`src/rtl/dbus_arbiter.sv`:
```
// Round-robin arbiter that connects N dbus masters to the single upstream decoder port.
// The owner keeps the bus across back-to-back transfers, up to a fairness cap and a per-transfer timeout.
module dbus_arbiter #(
  parameter int unsigned N_MASTERS      = 2,
  parameter int unsigned TIMEOUT_CYCLES = 256,
  parameter int unsigned MAX_XFERS      = 4
) (
  input  logic                    clk,
  input  logic                    rst_n,
  input  logic [N_MASTERS-1:0]    m_breq,
  output logic [N_MASTERS-1:0]    m_bgnt,
  input  logic [N_MASTERS-1:0]    m_bstart,
  input  logic [32*N_MASTERS-1:0] m_addr,
  input  logic [32*N_MASTERS-1:0] m_wdata,
  input  logic [2*N_MASTERS-1:0]  m_tsize,
  input  logic [N_MASTERS-1:0]    m_ttype,
  output logic [31:0]             m_rdata,
  output logic [N_MASTERS-1:0]    m_bdone,
  output logic [N_MASTERS-1:0]    m_berror,
  output logic [31:0]             s_addr,
  output logic [31:0]             s_wdata,
  output logic [1:0]              s_tsize,
  output logic                    s_ttype,
  output logic                    s_bstart,
  input  logic [31:0]             s_rdata,
  input  logic                    s_bdone,
  input  logic                    s_berror,
  output logic                    s_breq
);

  localparam int unsigned OW = (N_MASTERS > 1) ? $clog2(N_MASTERS) : 1;
  localparam int unsigned TW = $clog2(TIMEOUT_CYCLES) + 1;
  localparam int unsigned XW = $clog2(MAX_XFERS + 1);

  typedef enum logic [1:0] {IDLE, OWNED, BUSY} state_t;

  state_t          state, state_nxt;
  logic [OW-1:0]   owner, owner_nxt;
  logic [OW-1:0]   last_owner, last_nxt;
  logic [XW-1:0]   xfer_cnt, xfer_nxt;
  logic [TW-1:0]   timer, timer_nxt;

  logic [N_MASTERS-1:0]   own_oh;
  logic [31:0]            addr_sel, wdata_sel;
  logic [1:0]             tsize_sel;
  logic                   ttype_sel;
  logic                   own_req, own_start, others_req;
  logic                   timed_out, complete, active;
  logic [2*N_MASTERS-1:0] req_rot;
  logic [OW-1:0]          rr_pick;
  logic                   rr_found;

  // Rotate the request vector so bit 0 is the master just after last_owner.
  always_comb begin : arbitrate
    int unsigned sum;
    req_rot  = {m_breq, m_breq} >> (32'(last_owner) + 1);
    rr_found = 1'b0;
    rr_pick  = '0;
    for (int unsigned k = 0; k < N_MASTERS; k++) begin
      sum = 32'(last_owner) + k + 1;
      if (sum >= N_MASTERS) sum = sum - N_MASTERS;
      if (!rr_found && req_rot[k]) begin
        rr_found = 1'b1;
        rr_pick  = OW'(sum);
      end
    end
  end

  always_comb begin : owner_mux
    own_oh    = '0;
    addr_sel  = '0;
    wdata_sel = '0;
    tsize_sel = '0;
    ttype_sel = 1'b0;
    for (int unsigned i = 0; i < N_MASTERS; i++) begin
      if (owner == OW'(i)) begin
        own_oh[i] = 1'b1;
        addr_sel  = m_addr[32*i +: 32];
        wdata_sel = m_wdata[32*i +: 32];
        tsize_sel = m_tsize[2*i +: 2];
        ttype_sel = m_ttype[i];
      end
    end
  end

  assign own_req    = |(m_breq & own_oh);
  assign own_start  = |(m_bstart & own_oh);
  assign others_req = |(m_breq & ~own_oh);
  assign timed_out  = (timer == TW'(TIMEOUT_CYCLES - 1));

  always_ff @(posedge clk or negedge rst_n) begin
    if (!rst_n) begin
      state      <= IDLE;
      owner      <= '0;
      last_owner <= OW'(N_MASTERS - 1);
      xfer_cnt   <= '0;
      timer      <= '0;
    end else begin
      state      <= state_nxt;
      owner      <= owner_nxt;
      last_owner <= last_nxt;
      xfer_cnt   <= xfer_nxt;
      timer      <= timer_nxt;
    end
  end

  always_comb begin
    state_nxt = state;
    owner_nxt = owner;
    last_nxt  = last_owner;
    xfer_nxt  = xfer_cnt;
    timer_nxt = timer;
    complete  = 1'b0;
    unique case (state)
      IDLE: begin
        if (rr_found) begin
          owner_nxt = rr_pick;
          state_nxt = OWNED;
        end
      end
      OWNED: begin
        if (own_start) begin
          state_nxt = BUSY;
          timer_nxt = '0;
        end else if (!own_req) begin
          state_nxt = IDLE;
          last_nxt  = owner;
          xfer_nxt  = '0;
        end
      end
      BUSY: begin
        if (s_bdone || timed_out) begin
          complete  = 1'b1;
          state_nxt = OWNED;
          // Cap check uses the pre-increment count: this completion is the MAX_XFERS-th.
          if (xfer_cnt >= XW'(MAX_XFERS - 1) && others_req) begin
            state_nxt = IDLE;
            last_nxt  = owner;
            xfer_nxt  = '0;
          end else if (xfer_cnt != XW'(MAX_XFERS)) begin
            xfer_nxt = xfer_cnt + 1'b1;
          end
        end else if (timer != '1) begin
          timer_nxt = timer + 1'b1;
        end
      end
      default: state_nxt = IDLE;
    endcase
  end

  assign active   = (state != IDLE);
  assign s_breq   = active;
  assign m_bgnt   = active ? own_oh : '0;
  assign s_addr   = active ? addr_sel : '0;
  assign s_wdata  = active ? wdata_sel : '0;
  assign s_tsize  = active ? tsize_sel : '0;
  assign s_ttype  = active & ttype_sel;
  assign s_bstart = (state == OWNED) & own_start;
  assign m_bdone  = complete ? own_oh : '0;
  assign m_berror = (complete && (s_bdone ? s_berror : 1'b1)) ? own_oh : '0;
  assign m_rdata  = (state == BUSY && s_bdone) ? s_rdata : '0;

endmodule

```
`config.mk`:
```
export PLATFORM = sky130hd
export DESIGN_NAME = dbus_arbiter
export DESIGN_NICKNAME = d
export VERILOG_FILES = /design/src/rtl/dbus_arbiter.sv
export SDC_FILE = /design/constraint.sdc
export NUM_CORES = 1
export LEC_CHECK = 0
export CAP_MARGIN = 10
export CORE_AREA = 2 2 108 110
export DETAILED_ROUTE_END_ITERATION = 12
export DIE_AREA = 0 0 110 112
export HOLD_SLACK_MARGIN = 0.1
export PLACE_DENSITY = 0.65
export RECOVER_POWER = 25
export SYNTH_ARGS = -nofsm -noshare
export SYNTH_HDL_FRONTEND = slang
export SYNTH_SLANG_ARGS = --single-unit
```
`constraint.sdc`:
```
create_clock -name clk -period 3.3 [get_ports clk]
set_clock_uncertainty 0.2 [all_clocks]
set_input_delay 0.66 -clock clk [delete_from_list [all_inputs] [get_ports clk]]
set_output_delay 0.66 -clock clk [all_outputs]
set_load 0.02 [all_outputs]
```
==> flow_summary.toml <==
[synthesis]
seq_area_frac_synth = 0.180
synthesis.area_sq_mm = 0.00223
synth_mux_area_frac = 0.334
yosysUniqueCellTypes = 43
syn-num-nets = 479
synthAdderAreaFrac = 0.0337
yosys.area_share.xor_xnor = 0.0157
synth-seq-cells = 16
synthCells = 299
synth_compound_area_frac = 0.0718
netlist_top_cells_area = "mux2i_1 32%, dfrtp_1 17%, nor2_1 13%"
synth_top_cell_area_share = 0.319
syn_area_per_cell_sq_um = 7.46
synth_top_family_by_area = "multiplexers"
synth_area_leader_cell = "mux2i_1"
synth_simple_gate_area_frac = 0.303
yosys_warnings = 0

[placed_design]
port_buffers = 280
gp_congestion = 0.804
dp_hpwl_mm = 9.65

[global_route]
grt_pass1_wl_mm = 17.0
grt_max_degree = 39
antenna_found_initial = 0
grt_util_all_layers = 0.175
grtUsageMet3 = 0.0463
grt-ovfl-total = 0
grt_use_met1 = 0.188
grt_pass1_vias = 3140
top_usage_layer = "met2"
grt_use_met2 = 0.337

[detailed_routing]
drtIter0Drc = 180
via_count = 3217
drc = 0
viasPerCell = 4.52
totalWireLength_mm = 11.3
wl_per_cell_um = 15.9
ant_nets = 0
dr.pass1.iters = 5

[timing]
setup_violations = 0
relSlewSlack = 0.472
slew_violations = 0
period_share = 0.946
whs_ps = 300
layout_min_cycle_time_ps = 3120
tightest_slew_ps = 789
tns_ps = 0
finalHoldViolCount = 0
rsz0062_at_grt = "false"
fmax_ghz = 0.320

[worst_hold_path]
min_from = "timer[5]"
hold_path_class = "flop to flop"
hold_end = "timer[5]"
min_path_cells = 1

[setup_path]
crit_required_ps = 2440
cp_cell_sequence = "buf_4, nor2_4, clkbuf_2, nor2_1, dlygate4sd3_1"
cp_max_fo = 35
crit_slowest_cell = "dlygate4sd3_1"
cp_num_buf_inv = 3
end_kind = "output port"
r2r_slack_ps = 550
critical_path_arrival_ps = 2260
rr_endpoint = "timer[7]"
cp-start-kind = "flop"
r2r_start = "timer[0]"
crit_type = "flop to output port"
reg2reg_depth = 8
slowest_delay_ps = 670
critPathTopFamily = "buffers and inverters"

[floorplan]
ios = 281
die_h_um = 112
initial_core_util = 0.200
core.rowCount = 39
coreArea_sq_mm = 0.0112
die_area_sq_mm = 0.0123
die_w_um = 110

[power_and_ir_drop]
netSwitchingFraction = 0.488
p_clk_frac = 0.069
ir_worst_vdd_uv = 372
p_per_area_mw_per_mm2 = 721
p_int_w = 0.00196
power_leakage_nw = 2.39
seqPwrFrac = 0.091
p_comb_frac = 0.840
p_sw_w = 0.00186

[clock_tree]
cts_hold_buf = 0
cts-htree-levels = 1
clk_pin_slew_ps = 50
cts_tree = "built"
root_buffer = "clkbuf_16"
cts_buffers = 3
clk_path_buf_depth = 2
cts.sinks = 16
insertion_delay_ps = 250

[cells_and_area]
diodes = 0
nNetsFinal = 749
final_layout_size_suffix_gt1_frac = 0.0335
area_delta_synth_final_pct = 138

[run_status]
status = "complete, no violations"

[job]
drv_cap = 0
## what timing repair did
item                                    CTS  global route
setup buffers                             0             0
hold endpoints to repair                  0             0
endpoints found under the setup margin    4             0
gates resized for setup                   4             0
## area by class of cell
class,count,area [sq um]
inverter,9,33.8
multi-input combinational,249,1690
tap,143,179
timing repair buffer,290,2900
sequential,16,405
clock buffer,4,88.8
fill,1101,5870
## synthesized netlist by cell type
cell	instances
ha_1	6
a32oi_1	1
o31ai_1	1
and4_1	1
a2111o_1	1
buf_6	1
mux2_2	2
inv_2	1
or4_1	1
o21a_1	2
xnor2_1	4
mux2_1	1
o21ai_0	5
or2_2	1
a22o_1	2
or2_1	1
mux2i_1	71
or3_4	1
a211oi_1	2
a21oi_1	1
a21boi_1	1
and3_1	32
nor2b_1	2
a31oi_1	1
dfrtp_1	15
inv_1	8
o211ai_1	2
nand3_1	4
nor2_1	80
buf_1	7
dfstp_2	1
or4b_1	1
nor4_1	1
o32ai_1	1
o2bb2ai_1	1
buf_2	2
a2bb2oi_1	1
clkbuf_1	15
nand2_1	6
or3_1	1
nand4_1	1
nand2b_1	2
nor3_1	8
## how the worst max path moves through the flow
stage               startpoint     endpoint  slack (ps)  depth (start not counted)
floorplan                owner  m_berror[1]         570                          5
global placement       s_bdone   m_bdone[0]         210                          5
detailed placement     s_bdone   m_bdone[1]         150                          5
CTS                   timer[2]   m_bdone[1]         230                          7
global route          state[1]  s_wdata[22]          50                          5
finish                state[1]  s_wdata[22]         180                          5
## state kept, by name (all words and copies together), names as in the netlist
name,flops
timer,9
xfer_cnt,3
state,2
last_owner,1
owner,1
## placed cells by master, fill, tap and decap left out, drive strengths merged, types with 2 or more instances in the layout
cell type	count
a22o	2
nand3	4
a211oi	2
ha	6
nor3	8
o21ai	5
nor2	80
clkdlybuf4s50	271
or2	2
or3	2
dfrtp	15
and3	32
buf	7
nor2b	2
dlygate4sd3	5
xnor2	4
mux2	3
nand2b	2
nand2	6
o211ai	2
dlygate4sd2	4
mux2i	71
clkbuf	7
o21a	2
inv	9
## cells by family after synthesis
kind of cell,count (synthesis)
AO/OA/AOI/OAI,22
adder cells (fa/ha/maj),6
flip-flops,16
buffers and inverters,34
XOR/XNOR,4
AND/OR/NAND/NOR,143
multiplexers,74
## per-layer routing
layer / vias up / wire, um
li1: 1587 / -
met1: 1490 / 3890
met2: 130 / 6320
met3: 10 / 933
met4: 0 / 147
met5: - / 0
## per-stage QoR
| step | instance area (sq um) | power [W] | worst slack, ps | instances | util |
|---|---|---|---|---|---|
| after floorplan | 2230 | 0.00205 | 570 | 299 | - |
| after global placement | 5230 | 0.00359 | 212 | 707 | 0.468 |
| after detailed placement | 5230 | 0.00363 | 153 | 707 | 0.468 |
| after CTS | 5320 | 0.00390 | 235 | 711 | 0.476 |
| after global routing | 5300 | 0.00407 | 47.1 | 711 | 0.474 |
| final | 5300 | 0.00382 | 177 | 711 | 0.474 |
## power groups by stage
stage / sequential [W] / combinational, W / clock, W
global route: 0.000364 / 0.00342 / 0.000284
CTS: 0.000349 / 0.00328 / 0.000276
finish: 0.000347 / 0.00321 / 0.000263
detailed placement: 0.000351 / 0.00328 / 0
floorplan: 0.000290 / 0.00176 / 0
global placement: 0.000349 / 0.00324 / 0
Note: power is estimated with default switching activity, not from simulation.
